`src/rtl/fw_pkg.sv`:
```
`default_nettype none
// +----------------------------------------------------------------------------+
// | Module   : fw_pkg                                                          |
// | Purpose  : Shared types and constants for the frame-buffer write path.    |
// |            Image size defaults are shared with the display-side reader.    |
// | Ports    : none (package)                                                  |
// | Revision : 1.0  initial release                                            |
// +----------------------------------------------------------------------------+
package fw_pkg;

  // Default image geometry, identical to the display-path reader window.
  localparam int c_img_w = 224;
  localparam int c_img_h = 224;

  typedef enum logic [1:0] {
    S_DISARMED = 2'd0,
    S_WAIT_SOF = 2'd1,
    S_WRITE    = 2'd2
  } fw_state_t;

endpackage : fw_pkg
`default_nettype wire

```
`src/rtl/pix_pos_counter.sv`:
```
`default_nettype none
// +----------------------------------------------------------------------------+
// | Module   : pix_pos_counter                                                 |
// | Purpose  : Tracks the raster position (x, y) and RAM address of the next   |
// |            expected pixel. Addresses come from a running counter, so no    |
// |            multiplier is needed.                                           |
// | Ports    : i_clk, i_rst          clock, async active-high reset            |
// |            i_load_origin         pixel (0,0) written; move to the pixel    |
// |                                  after the origin                          |
// |            i_advance             current pixel written; step by one        |
// |            o_addr                RAM address of the current position       |
// |            o_eol                 current position is the last of its line  |
// |            o_eof                 current position is the last of the frame |
// | Revision : 1.0  initial release                                            |
// +----------------------------------------------------------------------------+
module pix_pos_counter
  import fw_pkg::*;
#(
  parameter int IMG_W     = c_img_w,
  parameter int IMG_H     = c_img_h,
  parameter int ADDR_W    = 16,
  parameter int BASE_ADDR = 0
) (
  input  logic              i_clk,
  input  logic              i_rst,
  input  logic              i_load_origin,
  input  logic              i_advance,
  output logic [ADDR_W-1:0] o_addr,
  output logic              o_eol,
  output logic              o_eof
);

  localparam int X_W = (IMG_W > 1) ? $clog2(IMG_W) : 1;
  // y may step one past the last line after the final pixel; leave room for it.
  localparam int Y_W = $clog2(IMG_H + 1);

  localparam logic [X_W-1:0]    c_x_last = X_W'(IMG_W - 1);
  localparam logic [Y_W-1:0]    c_y_last = Y_W'(IMG_H - 1);
  // Position right after the origin pixel: (1,0), or (0,1) for one-pixel lines.
  localparam logic [X_W-1:0]    c_x_org  = (IMG_W == 1) ? X_W'(0) : X_W'(1);
  localparam logic [Y_W-1:0]    c_y_org  = (IMG_W == 1) ? Y_W'(1) : Y_W'(0);
  localparam logic [ADDR_W-1:0] c_base   = ADDR_W'(BASE_ADDR);

  logic [X_W-1:0]    r_x;
  logic [Y_W-1:0]    r_y;
  logic [ADDR_W-1:0] r_addr;

  always_ff @(posedge i_clk or posedge i_rst) begin
    if (i_rst) begin
      r_x    <= '0;
      r_y    <= '0;
      r_addr <= c_base;
    end else if (i_load_origin) begin
      r_x    <= c_x_org;
      r_y    <= c_y_org;
      r_addr <= c_base + ADDR_W'(1);
    end else if (i_advance) begin
      r_addr <= r_addr + ADDR_W'(1);
      if (r_x == c_x_last) begin
        r_x <= '0;
        r_y <= r_y + Y_W'(1);
      end else begin
        r_x <= r_x + X_W'(1);
      end
    end
  end

  assign o_addr = r_addr;
  assign o_eol  = (r_x == c_x_last);
  assign o_eof  = (r_x == c_x_last) && (r_y == c_y_last);

endmodule : pix_pos_counter
`default_nettype wire

```
`src/rtl/frame_writer.sv`:
```
`default_nettype none
// +----------------------------------------------------------------------------+
// | Module   : frame_writer                                                    |
// | Purpose  : Sink for the filtered pixel stream. Writes each accepted pixel  |
// |            into a single-port frame buffer at BASE_ADDR + y*IMG_W + x,     |
// |            checking start-of-frame / end-of-line framing.                  |
// | Ports    : i_clk, i_rst           clock, async active-high reset           |
// |            i_arm                  arm capture, clear error flags           |
// |            i_continuous           re-arm automatically after each frame    |
// |            i_valid/o_ready        pixel handshake                          |
// |            i_data, i_sof, i_eol   pixel value and framing markers          |
// |            o_we/o_addr/o_wdata    RAM write port (1-cycle latency)         |
// |            o_busy                 frame in progress                        |
// |            o_frame_done           pulse with the last pixel's write        |
// |            o_err_sof, o_err_eol   sticky framing errors                    |
// |            o_frame_cnt            completed frames, wraps at 256           |
// | Revision : 1.0  initial release                                            |
// +----------------------------------------------------------------------------+
module frame_writer
  import fw_pkg::*;
#(
  parameter int IMG_W     = c_img_w,
  parameter int IMG_H     = c_img_h,
  parameter int DATA_W    = 8,
  parameter int ADDR_W    = 16,
  parameter int BASE_ADDR = 0
) (
  input  logic              i_clk,
  input  logic              i_rst,
  input  logic              i_arm,
  input  logic              i_continuous,
  input  logic              i_valid,
  output logic              o_ready,
  input  logic [DATA_W-1:0] i_data,
  input  logic              i_sof,
  input  logic              i_eol,
  output logic              o_we,
  output logic [ADDR_W-1:0] o_addr,
  output logic [DATA_W-1:0] o_wdata,
  output logic              o_busy,
  output logic              o_frame_done,
  output logic              o_err_sof,
  output logic              o_err_eol,
  output logic [7:0]        o_frame_cnt
);

  localparam logic [ADDR_W-1:0] c_base = ADDR_W'(BASE_ADDR);

  fw_state_t         r_state;
  fw_state_t         w_next;

  logic              w_accept;
  logic              w_wr;
  logic [ADDR_W-1:0] w_wr_addr;
  logic              w_load;
  logic              w_adv;
  logic              w_set_sof;
  logic              w_set_eol;
  logic              w_done;

  logic [ADDR_W-1:0] w_cnt_addr;
  logic              w_cnt_eol;
  logic              w_cnt_eof;

  logic              r_we;
  logic [ADDR_W-1:0] r_addr;
  logic [DATA_W-1:0] r_wdata;
  logic              r_frame_done;
  logic              r_err_sof;
  logic              r_err_eol;
  logic [7:0]        r_frame_cnt;

  pix_pos_counter #(
    .IMG_W     (IMG_W),
    .IMG_H     (IMG_H),
    .ADDR_W    (ADDR_W),
    .BASE_ADDR (BASE_ADDR)
  ) u_pos (
    .i_clk         (i_clk),
    .i_rst         (i_rst),
    .i_load_origin (w_load),
    .i_advance     (w_adv),
    .o_addr        (w_cnt_addr),
    .o_eol         (w_cnt_eol),
    .o_eof         (w_cnt_eof)
  );

  assign o_ready  = (r_state != S_DISARMED);
  assign w_accept = i_valid && o_ready;

  always_ff @(posedge i_clk or posedge i_rst) begin
    if (i_rst) r_state <= S_DISARMED;
    else       r_state <= w_next;
  end

  always_comb begin
    w_next    = r_state;
    w_wr      = 1'b0;
    w_wr_addr = w_cnt_addr;
    w_load    = 1'b0;
    w_adv     = 1'b0;
    w_set_sof = 1'b0;
    w_set_eol = 1'b0;
    w_done    = 1'b0;
    case (r_state)
      S_DISARMED: begin
        if (i_arm) w_next = S_WAIT_SOF;
      end
      S_WAIT_SOF: begin
        // Beats without sof are swallowed until the frame start shows up.
        if (w_accept && i_sof) begin
          w_wr      = 1'b1;
          w_wr_addr = c_base;
          w_load    = 1'b1;
          w_next    = S_WRITE;
        end
      end
      S_WRITE: begin
        if (w_accept) begin
          if (i_sof) begin
            // A new frame start overrides the one in progress.
            w_set_sof = 1'b1;
            w_wr      = 1'b1;
            w_wr_addr = c_base;
            w_load    = 1'b1;
          end else if (i_eol != w_cnt_eol) begin
            // Line length disagrees with the marker: drop the frame.
            w_set_eol = 1'b1;
            w_next    = S_WAIT_SOF;
          end else begin
            w_wr  = 1'b1;
            w_adv = 1'b1;
            if (w_cnt_eof) begin
              w_done = 1'b1;
              w_next = i_continuous ? S_WAIT_SOF : S_DISARMED;
            end
          end
        end
      end
      default: w_next = S_DISARMED;
    endcase
  end

  always_ff @(posedge i_clk or posedge i_rst) begin
    if (i_rst) begin
      r_we         <= 1'b0;
      r_addr       <= '0;
      r_wdata      <= '0;
      r_frame_done <= 1'b0;
      r_err_sof    <= 1'b0;
      r_err_eol    <= 1'b0;
      r_frame_cnt  <= '0;
    end else begin
      r_we         <= w_wr;
      r_frame_done <= w_done;
      if (w_wr) begin
        r_addr  <= w_wr_addr;
        r_wdata <= i_data;
      end
      if (w_done) r_frame_cnt <= r_frame_cnt + 8'd1;
      // A fresh error takes priority over a simultaneous arm.
      if (w_set_sof)  r_err_sof <= 1'b1;
      else if (i_arm) r_err_sof <= 1'b0;
      if (w_set_eol)  r_err_eol <= 1'b1;
      else if (i_arm) r_err_eol <= 1'b0;
    end
  end

  assign o_we         = r_we;
  assign o_addr       = r_addr;
  assign o_wdata      = r_wdata;
  assign o_busy       = (r_state == S_WRITE);
  assign o_frame_done = r_frame_done;
  assign o_err_sof    = r_err_sof;
  assign o_err_eol    = r_err_eol;
  assign o_frame_cnt  = r_frame_cnt;

endmodule : frame_writer
`default_nettype wire

```
`config.mk`:
```
export PLATFORM = sky130hd
export DESIGN_NAME = frame_writer
export DESIGN_NICKNAME = d
export VERILOG_FILES = /design/src/rtl/fw_pkg.sv /design/src/rtl/pix_pos_counter.sv /design/src/rtl/frame_writer.sv
export SDC_FILE = /design/constraint.sdc
export NUM_CORES = 1
export LEC_CHECK = 0
export ABC_AREA = 0
export ABC_CLOCK_PERIOD_IN_PS = 2850
export CORE_UTILIZATION = 30
export CTS_CLUSTER_DIAMETER = 30
export DETAILED_ROUTE_END_ITERATION = 8
export GPL_TIMING_DRIVEN = 0
export SLEW_MARGIN = 20
export SYNTH_ARGS = -nofsm -noshare
export SYNTH_HDL_FRONTEND = slang
export SYNTH_SLANG_ARGS = --single-unit
```
`constraint.sdc`:
```
create_clock -name i_clk -period 2.85 [get_ports i_clk]
set_clock_uncertainty 0.05 [all_clocks]
set_input_delay 0.7125 -clock i_clk [delete_from_list [all_inputs] [get_ports i_clk]]
set_output_delay 0.7125 -clock i_clk [all_outputs]
set_load 0.01 [all_outputs]
```
==> impl_metrics.yaml, run 1 <==
yosys:
  netlist_top_cells_area: "dfrtp_1, mux2i_1, nand2_1"
  synth-async-reset-ratio_pct: 100.0
  ys.flop_type: "dfrtp_1"
  syn-num-nets: 351
  ys_warn_count: 0
  yosysTopAreaCell: "dfrtp_1"
  synth.cell_area_um2: 3512
  synth_edf_count: 0
  ys_types: 54
  yosysTopAreaCellShare_pct: 49.88
  syn_area_per_cell_um2: 10.71
  ys_seq_area_share_pct: 49.88
  ys_ff_latch: 70
  ys_top_cells_by_count: "dfrtp_1, nand2_1, inv_1"
  syn_inst: 328
  synthMostInstantiatedCell: "dfrtp_1"
clock_tree:
  cts_tree: "built"
  postCtsHoldBufs: 0
  clockBufferDepth: 2
  cts_resized: 0
  cts.htree.levels: 3
  clock-sinks: 70
  clk_latency_ns: 0.33
  cts_made_buffers: 9
  clk_pin_slew_ns: 0.06
  post_cts_buffers: 0
  clockRootBuffer: "clkbuf_16"
floorplan:
  core_um2: 11420
  start_util_pct: 30.76
  dieWidth_um: 110.2
  ios: 53
  die_area_um2: 12140
  die_h_um: 110.2
  num_rows: 39
layout:
  nNetsFinal: 413
  n_antenna_cell: 0
  drive_above_1_share_pct: 11.42
  area_growth_pct: 28.68
timing:
  maxSlewViolCount: 0
  hold_ws_ns: 0.4249
  setup_viol: 0
  finalHoldViolCount: 0
  rsz0062_at_grt: "no"
  period_share_pct: 95.33
  slew_headroom_pct: 35.35
  period_needed_ns: 2.717
  fmax_mhz: 368.1
  worst_slack_ns: 0.1332
  tightest_slew_ns: 0.9655
global_route:
  gr-usage-all-layers_pct: 12.79
  antenna_found_initial: 0
  grt_pass1_wl_mm: 11.72
  grt_overflow_total: 0
  grt_max_degree: 58
  grt_pass1_vias: 2504
worst_setup_path:
  cp_data_required_time_ns: 3.01
  cp_max_fo: 10
  cp-end-kind: "register"
  crit_arrival_ns: 2.88
  worstSetupPathType: "in -> reg"
  worst_setup_path_start_kind: "primary input"
power:
  leakagePower_nw: 2.050
  peakVddDrop_mv: 0.3357
  p_per_area_nw_per_um2: 764.1
job:
  drv_cap: 0
routing:
  drc_errors: 0
  num_vias: 2562
  drt-pass1-iter-count: 4
  avgRoutedWirePerCell_um: 13.24
  viasPerCell: 4.771
  wirelength_mm: 7.108
  ant_nets: 0
  first_iter_violations: 124
place:
  routabilityCongestion: 0.8098
  hpwl_mm: 5.076
  dp_slack_ns: -0.2466
  port_buffers: 50
run_status:
  outcome: "completed"
worst_hold_path:
  hp-class: "reg -> reg"
## state kept, by name, indices dropped and copies added, names as in the netlist
register	cells
r_state	2
u_pos.r_y	8
o_err_sof	1
u_pos.o_addr	16
o_err_eol	1
o_frame_cnt	8
u_pos.r_x	8
o_frame_done	1
o_addr	16
o_wdata	8
o_we	1
## report_power, final
group          switching (mW)  internal, mW  total, mW
logic                   0.478         0.552       1.03
registers               0.119          1.20       1.32
clock network           0.409         0.697       1.11
total                    1.01          2.45       3.45
## cell families (layout without fill, tap and decap cells)
logic type               count (synthesis)  in the layout  synth area share (%)
XOR/XNOR                                24             24                 5.985
buffers and inverters                   39            105                 4.952
AND/OR/NAND/NOR                        112            112                 17.60
flip-flops                              70             70                 49.88
AO/OA/AOI/OAI                           47             47                 10.44
multiplexers                            28             28                 8.300
adder cells (fa/ha/maj)                  8              8                 2.850
## metal layers
metal | vias to the layer above | global-route usage [%] | wire (µm) | part of all wire, %
met2 | 34 | 21.38 | 3586 | 50
met1 | 1248 | 15.61 | 3235 | 46
met4 | 0 | 5.075 | 56 | 0.79
met3 | 4 | 3.527 | 230 | 3.2
met5 | - | 0 | 0 | 0
li1 | 1276 | - | - | -
## layout by cell type (no fill, tap or decap), drive strengths merged, types with 7 or more instances in the layout
cell type | Yosys | final
nand4 | 8 | 8
nor2 | 23 | 23
or3 | 7 | 7
nand2 | 33 | 33
mux2i | 19 | 19
xnor2 | 12 | 12
xor2 | 12 | 12
inv | 26 | 27
clkdlybuf4s50 | 0 | 50
clkbuf | 2 | 12
buf | 11 | 12
nand3 | 15 | 15
dfrtp | 70 | 70
ha | 8 | 8
o21ai | 14 | 14
mux2 | 9 | 9
## final timing paths
check                               startpoint  cells after the start  slack, ns         endpoint
worst max-delay path                   i_valid                      8       0.13       o_wdata[7]
worst min-delay path            o_frame_cnt[7]                      1       0.42   o_frame_cnt[7]
worst max register to register      r_state[0]                      9       0.29       o_wdata[7]
worst min register to register  o_frame_cnt[7]                      1       0.42   o_frame_cnt[7]
max in group asynchronous                i_rst                      3       1.61  u_pos.o_addr[8]
min in group asynchronous                i_rst                      2       0.61       o_wdata[4]
## layout make-up
cell class              instances  area [µm²]
fillers                      1090        6899
flip-flops and latches         70        1752
multi-input cells             219        1587
repair buffers                 51       528.0
clock buffers                  10       239.0
well taps                     143       178.9
inverters                      26       100.1
plain buffers                  13       76.32
clock inverters                 5       58.81
## critical path, cell delays in order
cell,delay [ns]
clkdlybuf4s50_1,0.48
nor2b_2,0.21
and2_1,0.22
o211a_1,0.14
buf_2,0.18
a31oi_4,0.31
buf_4,0.28
mux2_1,0.34
## metrics by stage
step,util (%),area (µm²),TNS [ns],power (mW),instances
after detailed placement,36.97,4222,-2.419,2.383,522
after global placement,36.71,4192,-62.47,2.358,521
after global routing,39.58,4519,0,3.689,537
after floorplan,-,3512,0,1.878,328
final,39.58,4519,0,3.453,537
after CTS,39.58,4519,0,3.515,537
Note: power is estimated with default switching activity, not from simulation.
==> run 2: changes to the inputs <==
CAP_MARGIN = 20   (was unset)
CORE_UTILIZATION = 54   (was 30)
PLACE_DENSITY = 0.8   (was unset)
==> run 2 against run 1 <==
Effect of this change:
- the run now ends with design-rule violations left
- utilization is 29 points higher
- critical path depth stayed put
- combinational power hardly changed
- routed wire length is 1.1% lower
- flip-flop and latch count stayed put
==> impl_metrics.yaml, run 2 (synthesized netlist as in run 1, its figures left out) <==
layout:
  final_cells: 471
  n_antenna_cell: 0
  area_growth_pct: 23.23
  final_common_cell: "dfrtp_1"
  design_area_um2: 4328
  seqCellArea_um2: 1752
  nNetsFinal: 413
  layout_common_cells: "dfrtp_1, clkdlybuf4s50_1, nand2_1"
  multi_input_area_um2: 1587
  fin_util_pct: 68.55
  drive_above_1_share_pct: 11.17
  nFillCells: 481
timing:
  slew_headroom_pct: 37.15
  period_needed_ns: 2.662
  rsz0062_at_grt: "no"
  maxSlewViolCount: 0
  hold_ws_ns: 0.4320
  period_share_pct: 93.41
  fmax_mhz: 375.6
  tightest_slew_ns: 0.9386
  tns_ns: 0
  finalHoldViolCount: 0
  worst_slack_ns: 0.1879
  setup_viol: 0
power:
  clockPowerShare_pct: 25.0
  p_total_mw: 3.133
  seq_power_share_pct: 42.2
  pwr-share-comb_pct: 32.8
  leakagePower_nw: 2.005
  power.internal_mw: 2.169
  swShare_pct: 30.77
  p_per_area_nw_per_um2: 724.0
  p_switching_uw: 964.2
  peakVddDrop_mv: 0.5234
floorplan:
  die_h_um: 82.65
  num_rows: 29
  core_um2: 6314
  start_util_pct: 55.63
  dieWidth_um: 82.65
  die_area_um2: 6830
  ios: 53
place:
  placed_area_um2: 4139
  port_buffers: 50
  routabilityCongestion: 0.8291
  dp_slack_ns: -0.1824
  hpwl_mm: 5.046
  placed_cells: 456
clock_tree:
  clk_pin_slew_ns: 0.07
  cts.htree.levels: 3
  post_cts_buffers: 0
  clockRootBuffer: "clkbuf_8"
  clk_latency_ns: 0.35
  cts_made_buffers: 9
  cts_resized: 0
  postCtsHoldBufs: 0
  cts_tree: "built"
  clock-sinks: 70
  clockBufferDepth: 2
run_status:
  outcome: "complete, but fails checks"
  violations: "design-rule violations"
routing:
  first_iter_violations: 146
  drc_errors: 2
  wirelength_mm: 7.032
  drt-pass1-iter-count: 8
  avgRoutedWirePerCell_um: 14.93
  ant_nets: 0
  num_vias: 2617
  viasPerCell: 5.556
worst_setup_path:
  cp-end-kind: "register"
  cpPeakStageDelay_ns: 0.48
  rrSetupSlack_ns: 0.35
  crit_arrival_ns: 2.84
  crit_family: "buffers and inverters"
  crit_cells: 8
  worst_setup_path_start_kind: "primary input"
  worstSetupPathType: "in -> reg"
  critPathSlowestCell: "clkdlybuf4s50_1"
  cp_max_fo: 10
  cp_data_required_time_ns: 3.03
  rr_worst_depth: 9
  cp_cell_sequence: "clkdlybuf4s50_1 > nor2b_2 > and2_1 > o211a_1 > buf_2 > a31oi_4 > buf_4 > mux2_1"
  path_buf_inv: 3
global_route:
  grt_max_degree: 54
  antenna_found_initial: 0
  gr-usage-all-layers_pct: 23.37
  grt_pass1_wl_mm: 11.78
  grt_overflow_total: 0
  grt_pass1_vias: 2547
worst_hold_path:
  hp-class: "reg -> reg"
  hold_path_depth: 1
job:
  drv_cap: 0
-- run 2: cell types whose count changed in the layout (fill, tap and decap cells not counted), sizes merged --
cell      change
clkinvlp      -1
clkinv        +1
clkbuf        +1
inv           -1
-- run 2: worst paths after layout --
kind / from / end
hold reg to reg: o_frame_cnt[7] / o_frame_cnt[7]
max in group asynchronous: i_rst / u_pos.r_y[1]
min in group asynchronous: i_rst / o_wdata[7]
setup / recovery: i_valid / o_wdata[1]
hold / removal: o_frame_cnt[7] / o_frame_cnt[7]
setup reg to reg: r_state[1] / o_wdata[1]
-- run 2: routing by layer --
metal  global-route usage (%)  up-vias  share of wire, %
met5                        0        -                 0
met4                    10.52        0               2.2
met3                    5.275       13               3.6
met2                    39.26       53                50
met1                    28.58     1282                44
li1                         -     1269                 -
-- run 2: area by class of cell --
class | count | area share [%]
clock buffers | 11 | 3.267
flip-flops and latches | 70 | 40.47
clock inverters | 4 | 1.099
multi-input cells | 219 | 36.66
repair buffers | 51 | 12.20
plain buffers | 13 | 1.764
inverters | 26 | 2.313
well taps | 77 | 2.226
-- run 2: power groups by stage --
stage	Combinational, mW	Clock (mW)	Sequential [mW]
6_report	1.03	0.782	1.32
5_1_grt	1.14	0.841	1.35
4_1_cts	1.04	0.798	1.33
3_5_place_dp	1.04	0	1.34
3_3_place_gp	1.00	0	1.33
2_1_floorplan	0.472	0	1.41
-- run 2: worst reg2reg max path, cell delays in order (launching register included) --
cell     delay [ns]
dfrtp_1        0.42
inv_1          0.09
ha_1           0.28
nor2b_2        0.11
and2_1         0.22
o211a_1        0.14
buf_2          0.18
a31oi_4        0.28
buf_4          0.27
mux2_1         0.35
==> run 3: changes to the inputs <==
PLACE_DENSITY = 0.89   (was 0.8)
==> run 3 against run 2 <==
Effect of this change:
- the run still ends with design-rule violations left
- via count up 0.96%
- worst setup slack improved by 0.0098 ns
- non-clock buffer count unchanged
- total power grew 4.7%
- critical path type unchanged
- highest routed layer unchanged
==> impl_metrics.yaml, run 3 (synthesized netlist as in run 1, its figures left out) <==
run_status:
  outcome: "complete, but fails checks"
  violations: "design-rule violations"
place:
  routabilityCongestion: 0.8530
  dp_slack_ns: -0.1820
  hpwl_mm: 5.009
  placed_area_um2: 4131
  port_buffers: 50
floorplan:
  dieWidth_um: 82.65
  die_h_um: 82.65
  die_area_um2: 6830
  core_um2: 6314
  start_util_pct: 55.63
  ios: 53
  num_rows: 29
timing:
  setup_viol: 0
  slew_headroom_pct: 42.70
  fmax_mhz: 377.0
  maxSlewViolCount: 0
  worst_slack_ns: 0.1977
  period_share_pct: 93.06
  period_needed_ns: 2.652
  finalHoldViolCount: 0
  tightest_slew_ns: 0.8557
  rsz0062_at_grt: "no"
worst_setup_path:
  cp_data_required_time_ns: 3.03
  crit_arrival_ns: 2.84
  cp_max_fo: 10
  worst_setup_path_start_kind: "primary input"
  cp-end-kind: "register"
  worstSetupPathType: "in -> reg"
layout:
  drive_above_1_share_pct: 11.65
  fin_util_pct: 69.12
  nNetsFinal: 413
  layout_common_cells: "dfrtp_1, clkdlybuf4s50_1, nand2_1"
  final_common_cell: "dfrtp_1"
  n_antenna_cell: 0
  design_area_um2: 4364
  area_growth_pct: 24.26
global_route:
  grt_max_degree: 39
  gr-usage-all-layers_pct: 22.98
  grt_pass1_wl_mm: 11.61
  grt_overflow_total: 0
  antenna_found_initial: 0
  grt_pass1_vias: 2572
routing:
  drt-pass1-iter-count: 6
  wirelength_mm: 6.966
  ant_nets: 0
  first_iter_violations: 134
  viasPerCell: 5.597
  avgRoutedWirePerCell_um: 14.76
  drc_errors: 2
  num_vias: 2642
power:
  seq_power_share_pct: 40.3
  leakagePower_nw: 2.022
  p_switching_uw: 991.6
  clockPowerShare_pct: 28.0
  peakVddDrop_mv: 0.6535
  power.internal_mw: 2.290
  p_per_area_nw_per_um2: 752.0
  pwr-share-comb_pct: 31.6
  swShare_pct: 30.21
clock_tree:
  post_cts_buffers: 0
  cts_made_buffers: 9
  clk_latency_ns: 0.35
  clock-sinks: 70
  clk_pin_slew_ns: 0.07
  clockBufferDepth: 2
  postCtsHoldBufs: 0
  clockRootBuffer: "clkbuf_8"
  cts_resized: 0
  cts_tree: "built"
  cts.htree.levels: 3
job:
  drv_cap: 0
worst_hold_path:
  hp-class: "reg -> reg"
[run 3: cell types whose count changed in the layout (fill, tap and decap cells not counted)]
cell,previous run,this run
buf_12,0,1
buf_16,1,0
bufinv_16,1,2
clkbuf_1,3,2
clkbuf_8,10,11
clkinv_2,2,1
clkinv_4,0,1
[run 3: power by group through the flow]
stage               sequential [mW]  clock, mW  combinational, mW
floorplan                      1.41          0              0.472
global placement               1.33          0               1.01
detailed placement             1.34          0               1.04
CTS                            1.32      0.937               1.05
global route                   1.35      0.981               1.14
finish                         1.32      0.919               1.04
[run 3: routing by layer]
layer / vias up / GRT usage [%] / routed length [µm]
met5: - / 0 / 0
met3: 8 / 5.495 / 259
li1: 1279 / - / -
met1: 1291 / 27.76 / 3018
met2: 64 / 39.02 / 3593
met4: 0 / 9.828 / 95
[run 3: worst paths after layout]
kind	startpoint	endpoint	slack (ns)	cells past startpoint
max in group asynchronous	i_rst	u_pos.r_x[0]	1.56	3
min in group asynchronous	i_rst	o_addr[6]	0.66	2
hold / removal	o_frame_cnt[4]	o_frame_cnt[4]	0.44	1
setup reg to reg	r_state[0]	o_wdata[1]	0.33	9
setup / recovery	i_valid	o_wdata[1]	0.20	8
hold reg to reg	o_frame_cnt[4]	o_frame_cnt[4]	0.44	1
[run 3: final cells by class]
type	count	area (µm²)
fillers	440	1949
flip-flops and latches	70	1752
multi-input cells	219	1587
repair buffers	51	520.5
clock buffers	11	151.4
inverters	26	100.1
well taps	77	96.34
clock inverters	5	81.33
plain buffers	13	76.32
[run 3: worst max-delay path: stages]
cell             delay, ns
clkdlybuf4s50_1       0.48
nor2b_2               0.21
and2_1                0.22
o211a_1               0.14
buf_2                 0.18
a31oi_4               0.27
buf_4                 0.27
mux2_1                0.35
[run 3: metrics by stage]
stage                     TNS (ns)  hold WS (ns)  cells  power, mW
after floorplan                  0        0.4185    328      1.878
after global placement      -53.47        0.4108    455      2.336
after detailed placement    -1.115        0.4375    456      2.387
after CTS                        0        0.4514    472      3.310
after global routing             0        0.4677    472      3.477
final                            0        0.4441    472      3.282
